--- config.mk ---
export PLATFORM = sky130hd
export DESIGN_NAME = adder_share_arb_flat
export DESIGN_NICKNAME = d
export VERILOG_FILES = /design/src/rtl/adder_share_arb_if.sv /design/src/rtl/adder_share_arb.sv /design/src/flat_wrapper.sv
export SDC_FILE = /design/constraint.sdc
export NUM_CORES = 1
export LEC_CHECK = 0
export ABC_AREA = 1
export BUFFER_PORTS_ARGS = -buffer_cell sky130_fd_sc_hd__buf_4
export CORE_ASPECT_RATIO = 0.6
export CORE_MARGIN = 2
export CORE_UTILIZATION = 50
export CTS_BUF_LIST = sky130_fd_sc_hd__clkbuf_8
export DETAILED_ROUTE_END_ITERATION = 16
export HOLD_SLACK_MARGIN = 0.03
export PLACE_DENSITY = 0.87
export SYNTH_ARGS = -nofsm -noshare
export SYNTH_HDL_FRONTEND = slang
export SYNTH_SLANG_ARGS = --single-unit
--- constraint.sdc ---
create_clock -name clk -period 2.6 [get_ports clk]
set_input_delay 0.65 -clock clk [delete_from_list [all_inputs] [get_ports clk]]
set_output_delay 0.65 -clock clk [all_outputs]
set_load 0.03 [all_outputs]
--- src/rtl/adder_share_arb_if.sv ---
// Bundle between the two requesters, the shared external adder and the arbiter.
// Optional ADDARB_OVF_EN adds the res_ovf signal.
interface adder_share_arb_if #(
    parameter int unsigned WIDTH = 16
);
    logic             req0;
    logic [WIDTH-1:0] a0;
    logic [WIDTH-1:0] b0;
    logic             gnt0;
    logic             done0;

    logic             req1;
    logic [WIDTH-1:0] a1;
    logic [WIDTH-1:0] b1;
    logic             gnt1;
    logic             done1;

    logic [WIDTH-1:0] add_a;
    logic [WIDTH-1:0] add_b;
    logic [WIDTH-1:0] add_s;
    logic             add_cout;

    logic [WIDTH-1:0] res;
    logic             res_cout;
    logic             res_id;
`ifdef ADDARB_OVF_EN
    logic             res_ovf;
`endif

    // Arbiter side.
    modport slave (
        input  req0, a0, b0, req1, a1, b1, add_s, add_cout,
        output gnt0, done0, gnt1, done1, add_a, add_b, res, res_cout, res_id
`ifdef ADDARB_OVF_EN
        , output res_ovf
`endif
    );

    // Requesters plus the external adder.
    modport master (
        output req0, a0, b0, req1, a1, b1, add_s, add_cout,
        input  gnt0, done0, gnt1, done1, add_a, add_b, res, res_cout, res_id
`ifdef ADDARB_OVF_EN
        , input res_ovf
`endif
    );
endinterface

--- src/rtl/adder_share_arb.sv ---
// Round-robin arbiter sharing one external WIDTH-bit adder between two requesters.
// Optional macro ADDARB_OVF_EN registers a signed-overflow flag alongside the sum.
module adder_share_arb #(
    parameter int unsigned WIDTH = 16
) (
    input  logic               clk,
    input  logic               rst,
    adder_share_arb_if.slave   bus
);
    localparam int unsigned MSB = WIDTH - 1;

    typedef enum logic [1:0] {
        IDLE = 2'd0,
        EXEC = 2'd1,
        DONE = 2'd2
    } state_t;

    state_t           state_q;
    logic             last_q;
    logic             owner_q;
    logic [WIDTH-1:0] op_a_q;
    logic [WIDTH-1:0] op_b_q;
    logic [WIDTH-1:0] res_q;
    logic             res_cout_q;
    logic             res_id_q;
    logic             gnt0_q;
    logic             gnt1_q;
    logic             done0_q;
    logic             done1_q;

    logic any_req_c;
    logic pick_c;

    // Lone requester wins; on contention the one that did not go last wins.
    assign any_req_c = bus.req0 | bus.req1;
    assign pick_c    = (bus.req0 & bus.req1) ? ~last_q : bus.req1;

`ifdef ADDARB_OVF_EN
    logic res_ovf_q;
    logic ovf_c;

    assign ovf_c = (op_a_q[MSB] == op_b_q[MSB]) && (bus.add_s[MSB] != op_a_q[MSB]);
`endif

    // Operand regs double as the adder drive: non-zero only while in EXEC.
    always_ff @(posedge clk) begin
        if (rst) begin
            state_q    <= IDLE;
            last_q     <= 1'b1;
            owner_q    <= 1'b0;
            op_a_q     <= '0;
            op_b_q     <= '0;
            res_q      <= '0;
            res_cout_q <= 1'b0;
            res_id_q   <= 1'b0;
            gnt0_q     <= 1'b0;
            gnt1_q     <= 1'b0;
            done0_q    <= 1'b0;
            done1_q    <= 1'b0;
`ifdef ADDARB_OVF_EN
            res_ovf_q  <= 1'b0;
`endif
        end else begin
            gnt0_q  <= 1'b0;
            gnt1_q  <= 1'b0;
            done0_q <= 1'b0;
            done1_q <= 1'b0;
            case (state_q)
                IDLE: begin
                    if (any_req_c) begin
                        owner_q <= pick_c;
                        last_q  <= pick_c;
                        op_a_q  <= pick_c ? bus.a1 : bus.a0;
                        op_b_q  <= pick_c ? bus.b1 : bus.b0;
                        gnt0_q  <= ~pick_c;
                        gnt1_q  <= pick_c;
                        state_q <= EXEC;
                    end
                end
                EXEC: begin
                    res_q      <= bus.add_s;
                    res_cout_q <= bus.add_cout;
                    res_id_q   <= owner_q;
`ifdef ADDARB_OVF_EN
                    res_ovf_q  <= ovf_c;
`endif
                    op_a_q     <= '0;
                    op_b_q     <= '0;
                    done0_q    <= ~owner_q;
                    done1_q    <= owner_q;
                    state_q    <= DONE;
                end
                DONE: begin
                    state_q <= IDLE;
                end
                default: begin
                    state_q <= IDLE;
                end
            endcase
        end
    end

    assign bus.gnt0     = gnt0_q;
    assign bus.gnt1     = gnt1_q;
    assign bus.done0    = done0_q;
    assign bus.done1    = done1_q;
    assign bus.add_a    = op_a_q;
    assign bus.add_b    = op_b_q;
    assign bus.res      = res_q;
    assign bus.res_cout = res_cout_q;
    assign bus.res_id   = res_id_q;
`ifdef ADDARB_OVF_EN
    assign bus.res_ovf  = res_ovf_q;
`endif

endmodule

--- src/flat_wrapper.sv ---
// flat-port wrapper written by rule: the top's interface ports become plain ports
module adder_share_arb_flat 
#(
    parameter int unsigned WIDTH = 16
)
  (clk, rst, bus_req0, bus_a0, bus_b0, bus_req1, bus_a1, bus_b1, bus_add_s, bus_add_cout, bus_gnt0, bus_done0, bus_gnt1, bus_done1, bus_add_a, bus_add_b, bus_res, bus_res_cout, bus_res_id);
  adder_share_arb_if #(.WIDTH(WIDTH)) bus_i ();
  input  logic clk;
  input  logic rst;
  input wire logic [$bits(bus_i.req0)-1:0] bus_req0;
  input wire logic [$bits(bus_i.a0)-1:0] bus_a0;
  input wire logic [$bits(bus_i.b0)-1:0] bus_b0;
  input wire logic [$bits(bus_i.req1)-1:0] bus_req1;
  input wire logic [$bits(bus_i.a1)-1:0] bus_a1;
  input wire logic [$bits(bus_i.b1)-1:0] bus_b1;
  input wire logic [$bits(bus_i.add_s)-1:0] bus_add_s;
  input wire logic [$bits(bus_i.add_cout)-1:0] bus_add_cout;
  output wire logic [$bits(bus_i.gnt0)-1:0] bus_gnt0;
  output wire logic [$bits(bus_i.done0)-1:0] bus_done0;
  output wire logic [$bits(bus_i.gnt1)-1:0] bus_gnt1;
  output wire logic [$bits(bus_i.done1)-1:0] bus_done1;
  output wire logic [$bits(bus_i.add_a)-1:0] bus_add_a;
  output wire logic [$bits(bus_i.add_b)-1:0] bus_add_b;
  output wire logic [$bits(bus_i.res)-1:0] bus_res;
  output wire logic [$bits(bus_i.res_cout)-1:0] bus_res_cout;
  output wire logic [$bits(bus_i.res_id)-1:0] bus_res_id;
  assign bus_i.req0 = bus_req0;
  assign bus_i.a0 = bus_a0;
  assign bus_i.b0 = bus_b0;
  assign bus_i.req1 = bus_req1;
  assign bus_i.a1 = bus_a1;
  assign bus_i.b1 = bus_b1;
  assign bus_i.add_s = bus_add_s;
  assign bus_i.add_cout = bus_add_cout;
  assign bus_gnt0 = bus_i.gnt0;
  assign bus_done0 = bus_i.done0;
  assign bus_gnt1 = bus_i.gnt1;
  assign bus_done1 = bus_i.done1;
  assign bus_add_a = bus_i.add_a;
  assign bus_add_b = bus_i.add_b;
  assign bus_res = bus_i.res;
  assign bus_res_cout = bus_i.res_cout;
  assign bus_res_id = bus_i.res_id;
  adder_share_arb #(.WIDTH(WIDTH)) u_core (.clk(clk), .rst(rst), .bus(bus_i));
endmodule
==> results of run 1 <==
==> power groups by stage <==
| stage | registers (W) | clock network (W) | logic [W] |
|---|---|---|---|
| after global routing | 0.00103 | 0.000889 | 0.000724 |
| after global placement | 0.00103 | 0 | 0.000654 |
| final | 0.00102 | 0.000836 | 0.000667 |
| after CTS | 0.00102 | 0.000853 | 0.000670 |
| after detailed placement | 0.00103 | 0 | 0.000667 |
| after floorplan | 0.00118 | 0 | 0.000263 |
==> layer usage <==
layer  up-vias  GRT usage [%]
li1       1483              -
met1      1338          31.60
met2       149          42.08
met3         6          7.949
met4         0          9.198
met5         -              0
==> flip-flops by register name, indices dropped and copies added (netlist names) <==
| name | flops |
|---|---|
| u_core.bus.res | 16 |
| u_core.bus.gnt1 | 1 |
| u_core.last_q | 1 |
| u_core.bus.add_b | 16 |
| u_core.owner_q | 1 |
| u_core.bus.done0 | 1 |
| u_core.bus.res_id | 1 |
| u_core.state_q | 2 |
| u_core.bus.gnt0 | 1 |
| u_core.bus.done1 | 1 |
| u_core.bus.add_a | 16 |
| u_core.bus.res_cout | 1 |
==> Yosys cell counts <==
cell and count:
buf_2 12, nand2_2 3, nor3_1 2, inv_1 70, nor2_4 2, nand2_4 1
buf_6 2, o21ai_1 1, dfxtp_1 58, clkinv_1 1, nand2_1 37, a21oi_1 33
buf_4 5, nor2_1 38, buf_1 1, nand3_1 98, o21ai_0 17, clkbuf_1 7
inv_2 2, clkbuf_2 1, nor2_2 1
==> cell type report <==
cell class	instances	area [sq um]
flip-flops and latches	58	1161
fillers	424	1249
inverters	73	274.0
well taps	66	82.58
multi-input cells	233	1096
repair buffers	140	1064
clock buffers	11	151.4
clock inverters	5	52.55
==> through the flow <==
stage	worst slack, ps	cells	utilization (%)
2_1_floorplan	1210	392	-
3_3_place_gp	708.8	570	71.68
3_5_place_dp	645.0	570	71.68
4_1_cts	976.5	586	75.66
5_1_grt	810.5	586	75.66
6_report	965.1	586	75.66
==> worst max path at each step <==
stage | cells after the start | startpoint | endpoint
finish | 5 | bus_req1 | u_core.bus.add_b[14]$_SDFFE_PP0P_
global route | 5 | bus_req1 | u_core.bus.add_b[14]$_SDFFE_PP0P_
CTS | 4 | u_core.state_q[1]$_SDFFE_PP0P_ | u_core.bus.add_a[8]$_SDFFE_PP0P_
detailed placement | 6 | bus_req1 | u_core.bus.add_a[2]$_SDFFE_PP0P_
global placement | 5 | bus_req1 | u_core.owner_q$_SDFFE_PP0P_
floorplan | 5 | bus_req1 | u_core.bus.add_a[10]$_SDFFE_PP0P_
==> cell families after synthesis <==
kind of cell	synth area share, %
simple gates	31.30
flops	43.22
buf+inv	15.98
compound gates	9.501
==> impl_metrics.tcl, run 1 <==
set metrics [dict create \
    worst_pin_slew_ps 860.0 \
    worstPathCellList "buf_4 -> nand2_2 -> nand2_1 -> nand3_1 -> a21oi_1" \
    finalHoldViolCount 0 \
    grt_pass1_wl_mm 11.92 \
    hp-class "flip-flop to flip-flop" \
    yosysUniqueCellTypes 21 \
    fin_nets 600 \
    gr-total-overflow 0 \
    ys_ff_latch 58 \
    timing.setup.tns_ps 0 \
    layout_commonest_cell "buf_4" \
    r2r-start "u_core.state_q[1]$_SDFFE_PP0P_" \
    numCtsBuffers 9 \
    vdd_drop_max_v 0.0003611 \
    path_clk_slew_ps 60 \
    status "finished clean" \
    p_leak_nw 2.087 \
    synth-seq-area-share_pct 43.22 \
    max_freq_ghz 0.6117 \
    sw_frac_of_total_pct 31.57 \
    cts_hold_buf 0 \
    routed_wl_mm 7.562 \
    r2r_setup_slack_ps 980 \
    maxCapViolations 0 \
    clock_latency_ps 330 \
    power_frac_comb_pct 26.5 \
    fp.dieH_microns 60.78 \
    syn_nets 477 \
    stdcell_area_sq_mm 0.003881 \
    coreArea_sq_mm 0.005130 \
    synth_area_sq_mm 0.002686 \
    synthCells 392 \
    post_dp_cell_area_sq_mm 0.003677 \
    clockRootBuffer "clkbuf_8" \
    hold_start "u_core.owner_q$_SDFFE_PP0P_" \
    row_count 20 \
    cp_slowest_stage_delay_ps 450 \
    start_util_pct 52.37 \
    drive_gt1_share_pct 31.73 \
    endpoint_kind "flip-flop" \
    crit_type "primary input to flip-flop" \
    timing.rr.end "u_core.bus.add_a[2]$_SDFFE_PP0P_" \
    start_kind "primary input" \
    whs_path_depth 1 \
    wl_met1_mm 3.282 \
    required_ps 2850 \
    wl_met2_mm 3.455 \
    rsz0062_at_grt "false" \
    grt_use_total_pct 25.18 \
    ios 139 \
    met3WireLength_microns 764 \
    power_density_mw_per_mm2 649.6 \
    path_buf_inv 1 \
    post-route-period-util_pct 62.88 \
    pwr-share-seq_pct 40.4 \
    cts_htree_levels 3 \
    cts_tree "built" \
    p_sw_w 0.0007959 \
    reg2reg_depth 4 \
    clock-sinks 58 \
    slew_viol_final 0 \
    slew_headroom_pct 42.58 \
    vias 2976 \
    globalplace.congestion 0.8108 \
    drc 0 \
    p_total_w 0.002521 \
    clock_path_buffers 2 \
    wl_per_cell_microns 12.90 \
    fin_skew_ps 8.991 \
    cp_top_family "simple AND/OR/NAND/NOR gates" \
    ctsResizeCount 0 \
    dr.max_layer_used "met4" \
    min_period_ps 1635 \
    synth_area_leaders "dfxtp_1 43%, nand3_1 18%, inv_1 9.8%" \
    synthDominantCellAreaShare_pct 43.22 \
    drt_first_pass_iters 5 \
    arrival_ps 1890 \
    drt_iter0_markers 147 \
    holdPathEnd "u_core.bus.done0$_SDFF_PP0_" \
    synth_area_per_cell_sq_um 6.853 \
    layout_common_cells "139 x buf_4, 98 x nand3_1, 70 x inv_1" \
    io_buffers 138 \
    p_int_w 0.001725 \
    p_clk_share_pct 33.2 \
    dieWidth_microns 98.63 \
    antenna_cells 0 \
    synthToLayoutAreaGrowth_pct 44.48 \
    crit_path_max_fanout 35 \
    cpMaxStageDelayCell "nand2_2" \
    fin_hold_ws_ps 458.9 \
    dieArea_sq_mm 0.005994 \
    yosysWarnings 0 \
    ant_nets 0 \
    antenna_found_initial 0 \
    post_cts_buffers 0 \
    setup_violations 0 \
    synth_top_area_cell "dfxtp_1" \
    dp_hpwl_mm 5.107 \
    grt_max_degree 51 \
    grt_pass1_vias 2738 \
    viasPerCell 5.078 \
]
No activity file was read; power rests on OpenSTA's default activity.
==> inputs of run 2 (changes only) <==
--- a/config.mk
+++ b/config.mk
@@ -5,15 +5,15 @@
 export SDC_FILE = /design/constraint.sdc
 export NUM_CORES = 1
 export LEC_CHECK = 0
-export ABC_AREA = 1
+export ABC_AREA = 0
 export BUFFER_PORTS_ARGS = -buffer_cell sky130_fd_sc_hd__buf_4
 export CORE_ASPECT_RATIO = 0.6
 export CORE_MARGIN = 2
-export CORE_UTILIZATION = 50
+export CORE_UTILIZATION = 40
 export CTS_BUF_LIST = sky130_fd_sc_hd__clkbuf_8
 export DETAILED_ROUTE_END_ITERATION = 16
 export HOLD_SLACK_MARGIN = 0.03
-export PLACE_DENSITY = 0.87
+export PLACE_DENSITY = 0.79
 export SYNTH_ARGS = -nofsm -noshare
 export SYNTH_HDL_FRONTEND = slang
 export SYNTH_SLANG_ARGS = --single-unit
==> constraint.sdc (replaced) <==
create_clock -name clk -period 1.5 [get_ports clk]
set_input_delay 0.375 -clock clk [delete_from_list [all_inputs] [get_ports clk]]
set_output_delay 0.375 -clock clk [all_outputs]
set_load 0.03 [all_outputs]
==> run 2 against run 1 <==
Critical path depth down 4. Cell count down 27%. Non-clock buffer count increased by 6. Core utilization is 12 points lower. Hold slack worse by 160 ps. Synthesized area fell by 17%. Sequential power increased by 70%. Setup slack worse by 680 ps. Clock skew is 1.5 ps higher. Critical endpoint is now bus_add_b[5]. Largest cell class unchanged.
==> impl_metrics.tcl, run 2 <==
set metrics [dict create \
    numCtsBuffers 9 \
    ios 139 \
    synthCells 213 \
    dieWidth_microns 100.5 \
    antenna_cells 0 \
    clockRootBuffer "clkbuf_8" \
    cp_top_family "flip-flops" \
    power_density_mw_per_mm2 1105 \
    fin_skew_ps 10.52 \
    synth_common_cells "58 x dfxtp_1, 39 x nand2_1, 32 x mux2i_1, 32 x o2bb2ai_1, 18 x a21oi_1" \
    fin_util_pct 64.14 \
    clock-sinks 58 \
    worstPathCellList "buf_4" \
    ys_ff_latch 58 \
    globalplace.congestion 0.7396 \
    vdd_drop_max_v 0.0005004 \
    start_kind "flip-flop" \
    slew_viol_final 0 \
    p_total_w 0.003891 \
    cts_htree_levels 3 \
    cpMaxStageDelayCell "dfxtp_1" \
    start_util_pct 40.69 \
    drt_iter0_markers 53 \
    endpoint_kind "output port" \
    syn_nets 298 \
    rsz0062_at_grt "false" \
    fin_nets 439 \
    post_cts_buffers 0 \
    p_leak_nw 1.626 \
    crit_path_max_fanout 2 \
    path_clk_slew_ps 70 \
    cp_slowest_stage_delay_ps 350 \
    row_count 21 \
    post-route-period-util_pct 81.15 \
    path_buf_inv 1 \
    drc 0 \
    post_dp_cell_area_sq_mm 0.003339 \
    routed_wl_mm 5.651 \
    timing.setup.tns_ps 0 \
    antenna_found_initial 0 \
    dieArea_sq_mm 0.006220 \
    yosysWarnings 0 \
    clock_latency_ps 320 \
    worst_pin_slew_ps 234.2 \
    cts_tree "built" \
    layout_common_cells "143 x buf_4, 58 x dfxtp_1, 39 x nand2_1" \
    slew_headroom_pct 84.33 \
    crit_type "flip-flop to output port" \
    fp.dieH_microns 61.90 \
    synth_area_sq_mm 0.002235 \
    yosysUniqueCellTypes 21 \
    cts_hold_buf 0 \
    io_buffers 138 \
    synth_edf_count 0 \
    synthDominantCellAreaShare_pct 51.96 \
    synth-seq-area-share_pct 51.96 \
    hp-class "primary input to flip-flop" \
    finalHoldViolCount 0 \
    drt_first_pass_iters 4 \
    viasPerCell 4.804 \
    synthToLayoutAreaGrowth_pct 57.61 \
    dp_hpwl_mm 4.241 \
    synth_top_area_cell "dfxtp_1" \
    setup_violations 0 \
    grt_max_degree 33 \
    synth_area_leaders "dfxtp_1 52%, mux2i_1 14%, o2bb2ai_1 13%" \
    vias 2056 \
    synth.most_common_cell "dfxtp_1" \
    grt_pass1_vias 2071 \
    min_period_ps 1217 \
    ant_nets 0 \
    gr-total-overflow 0 \
    drive_gt1_share_pct 45.13 \
    max_freq_ghz 0.8215 \
    stdcell_area_sq_mm 0.003522 \
    required_ps 1120 \
    ctsResizeCount 0 \
    maxCapViolations 0 \
    wl_per_cell_microns 13.20 \
    grt_use_total_pct 18.17 \
    coreArea_sq_mm 0.005492 \
    fin_hold_ws_ps 297.2 \
    synth_area_per_cell_sq_um 10.49 \
    fillers 430 \
    grt_pass1_wl_mm 8.825 \
    arrival_ps 840 \
    clock_path_buffers 2 \
    ys.flop_type "dfxtp_1" \
    async_flop_share_pct 0 \
    status "finished clean" \
    layout_commonest_cell "buf_4" \
]
[run 2: changes by cell type after synthesis, sizes merged, moves of 2 or more]
cell     previous run  this run
nor2               41         4
mux2i               0        32
buf                20         9
nand2              41        39
a21oi              33        18
inv                72         2
o21ai              18         0
nand3              98         0
nor2b               0         2
o211ai              0         2
o2bb2ai             0        32
[run 2: layout make-up]
type / instances / area, sq um / area share (%)
clock buffers: 12 / 165.2 / 4.689
clock inverters: 4 / 17.52 / 0.4973
inverters: 2 / 7.507 / 0.2131
multi-input cells: 137 / 950.9 / 27.00
flip-flops and latches: 58 / 1161 / 32.97
well taps: 69 / 86.33 / 2.451
repair buffers: 146 / 1134 / 32.18
[run 2: logic make-up after synthesis]
| kind of cell | Yosys count | share of synthesized area, % |
|---|---|---|
| AOI/OAI and AO/OA | 55 | 18.70 |
| buffers and inverters | 18 | 5.823 |
| DFF | 58 | 51.96 |
| muxes | 32 | 14.33 |
| and+or+nand+nor | 50 | 9.183 |
[run 2: final timing paths]
| check | start | endpoint | slack, ps | cells past startpoint |
|---|---|---|---|---|
| worst max register to register | u_core.last_q$_SDFFE_PP1P_ | u_core.bus.add_a[7]$_SDFFE_PP0P_ | 300 | 4 |
| worst min-delay path | bus_add_s[15] | u_core.bus.res[15]$_SDFFE_PP0P_ | 300 | 3 |
| worst max-delay path | u_core.bus.add_b[5]$_SDFFE_PP0P_ | bus_add_b[5] | 280 | 1 |
| worst min register to register | u_core.bus.res[15]$_SDFFE_PP0P_ | u_core.bus.res[15]$_SDFFE_PP0P_ | 450 | 2 |
[run 2: where the power goes]
part	switching (W)	internal, W
registers	0.0000681	0.00166
logic	0.000473	0.000416
clock network	0.000558	0.000717
total	0.00110	0.00279
[run 2: routing by layer]
metal,GRT usage [%],routed length [microns],vias to the layer above
met5,0,0,-
met4,5.871,23,0
met3,8.166,546,2
met2,31.35,2634,80
met1,20.81,2446,935
li1,-,-,1039
[run 2: per-stage QoR]
stage               cells  setup WS (ps)
floorplan             213          326.4
global placement      412          137.6
detailed placement    412          130.9
CTS                   428          263.4
global route          428          197.2
finish                428          282.7
==> inputs of run 3 (changes only) <==
--- a/config.mk
+++ b/config.mk
@@ -9,11 +9,11 @@
 export BUFFER_PORTS_ARGS = -buffer_cell sky130_fd_sc_hd__buf_4
 export CORE_ASPECT_RATIO = 0.6
 export CORE_MARGIN = 2
-export CORE_UTILIZATION = 40
+export CORE_UTILIZATION = 44
 export CTS_BUF_LIST = sky130_fd_sc_hd__clkbuf_8
 export DETAILED_ROUTE_END_ITERATION = 16
 export HOLD_SLACK_MARGIN = 0.03
-export PLACE_DENSITY = 0.79
+export PLACE_DENSITY = 0.82
 export SYNTH_ARGS = -nofsm -noshare
 export SYNTH_HDL_FRONTEND = slang
 export SYNTH_SLANG_ARGS = --single-unit
==> constraint.sdc (replaced) <==
create_clock -name clk -period 1.17 [get_ports clk]
set_input_delay 0.2925 -clock clk [delete_from_list [all_inputs] [get_ports clk]]
set_output_delay 0.2925 -clock clk [all_outputs]
set_load 0.03 [all_outputs]
==> run 3 against run 2 <==
The flow now finishes with violations (setup timing). Critical path depth is 4 higher. Cell count grew 2.8%. Sequential share of layout area is 1.8 points lower. First-iteration DRC count up 17%. Total power increased by 34%. Wire length is 16% higher. Via count up 7.1%. Critical path type is now flip-flop to flip-flop. Clock power is 35% higher. Register-to-register slack got worse by 390 ps.
==> impl_metrics.tcl, run 3 (synthesis results as in run 2) <==
set metrics [dict create \
    status "finished, violations left" \
    violations "setup timing" \
    pwr-share-seq_pct 42.5 \
    antenna_cells 0 \
    sw_frac_of_total_pct 28.84 \
    preCtsSetupSlack_ps -154.4 \
    start_kind "flip-flop" \
    clock_path_buffers 2 \
    p_clk_share_pct 32.9 \
    row_count 20 \
    dieArea_sq_mm 0.005684 \
    grt_use_total_pct 23.08 \
    antenna_found_initial 0 \
    grt_pass1_wl_mm 9.929 \
    slew_viol_final 0 \
    gr-total-overflow 0 \
    endpoint_kind "flip-flop" \
    path_clk_slew_ps 70 \
    drive_gt1_share_pct 50.80 \
    worst_pin_slew_ps 236.3 \
    power_density_mw_per_mm2 1395 \
    coreArea_sq_mm 0.004980 \
    globalplace.congestion 0.8196 \
    power_frac_comb_pct 24.6 \
    finalHoldViolCount 0 \
    maxCapViolations 0 \
    fin_nets 454 \
    vdd_drop_max_v 0.0007793 \
    clock-sinks 58 \
    instances_no_fill 440 \
    hp-class "primary input to flip-flop" \
    crit_type "flip-flop to flip-flop" \
    setup_violations 29 \
    dieWidth_microns 96.01 \
    fin_skew_ps 6.073 \
    viasPerCell 5.007 \
    synthToLayoutAreaGrowth_pct 67.64 \
    p_leak_nw 1.723 \
    p_total_w 0.005225 \
    vias 2203 \
    regArea_sq_mm 0.001166 \
    arrival_ps 1460 \
    drc 0 \
    cts_hold_buf 0 \
    fp.dieH_microns 59.20 \
    min_period_ps 1260 \
    slew_headroom_pct 84.24 \
    layout_commonest_cell "buf_4" \
    wl_per_cell_microns 14.90 \
    crit_path_max_fanout 7 \
    finalWorstSetupSlack_ps -90.12 \
    p_sw_w 0.001507 \
    io_buffers 138 \
    grt_max_degree 22 \
    numCtsBuffers 9 \
    layout_common_cells "145 x buf_4, 54 x dfxtp_1, 39 x nand2_1" \
    ios 139 \
    clock_latency_ps 320 \
    rsz0062_at_grt "true" \
    cts_htree_levels 3 \
    cts_tree "built" \
    fin_hold_ws_ps 220.2 \
    p_int_w 0.003718 \
    dp_hpwl_mm 4.598 \
    max_freq_ghz 0.7936 \
    ant_nets 0 \
    start_util_pct 44.87 \
    multi_input_area_sq_um 980.9 \
    grt_pass1_vias 2162 \
    clockRootBuffer "clkbuf_8" \
    drt_first_pass_iters 4 \
    place_inst 418 \
    required_ps 1370 \
    drt_iter0_markers 62 \
    fillers 356 \
    routed_wl_mm 6.554 \
    post-route-period-util_pct 107.7 \
]
run 3: repair_timing:
action,4_1_cts,5_1_grt
resized for setup,5,21
pin swaps,0,3
endpoints found under the hold margin,0,0
buffers inserted,1,2
endpoints found under the setup margin,21,49
cloned,2,1
run 3: per-stage QoR:
| stage | setup TNS [ps] | cell area (sq um) | util [%] |
|---|---|---|---|
| final | -951.1 | 3746 | 75.23 |
| after global routing | -2516 | 3746 | 75.23 |
| after CTS | -759.4 | 3652 | 73.34 |
| after detailed placement | -3544 | 3378 | 67.84 |
| after global placement | -2200 | 3378 | 67.84 |
| after floorplan | 0 | 2235 | - |
run 3: critical path, stage by stage (launching register included):
cell and delay, ps:
dfxtp_2 340, a21boi_4 200, buf_6 140, buf_12 130, mux2i_2 230, o2bb2ai_1 100
run 3: worst paths after layout:
path                                        start                                to  slack (ps)  cells after the start
setup / recovery       u_core.last_q$_SDFFE_PP1P_  u_core.bus.add_a[2]$_SDFFE_PP0P_         -90                      5
hold / removal                       bus_add_s[3]    u_core.bus.res[3]$_SDFFE_PP0P_         220                      3
setup reg to reg       u_core.last_q$_SDFFE_PP1P_  u_core.bus.add_a[2]$_SDFFE_PP0P_         -90                      5
hold reg to reg   u_core.bus.res[12]$_SDFFE_PP0P_   u_core.bus.res[12]$_SDFFE_PP0P_         460                      2
run 3: power groups by stage:
| stage | clock, W | combinational (W) | sequential (W) |
|---|---|---|---|
| after detailed placement | 0 | 0.00118 | 0.00225 |
| after global placement | 0 | 0.00116 | 0.00225 |
| final | 0.00172 | 0.00129 | 0.00222 |
| after global routing | 0.00186 | 0.00137 | 0.00224 |
| after CTS | 0.00175 | 0.00124 | 0.00222 |
| after floorplan | 0 | 0.000366 | 0.00252 |
run 3: per-layer routing:
layer | vias to the layer above | GRT usage, % | wire length (microns)
met3 | 4 | 6.870 | 495
met1 | 1043 | 29.94 | 2970
li1 | 1074 | - | -
met5 | - | 0 | 0
met2 | 82 | 37.80 | 3059
met4 | 0 | 6.327 | 29
run 3: final cells by class:
class                           count  area share, %
Timing Repair Buffer              161          35.34
Sequential cell                    58          31.13
Multi-Input combinational cell    137          26.19
Clock buffer                        9          3.307
Tap cell                           66          2.204
Clock inverter                      7          1.637
Inverter                            2         0.2004
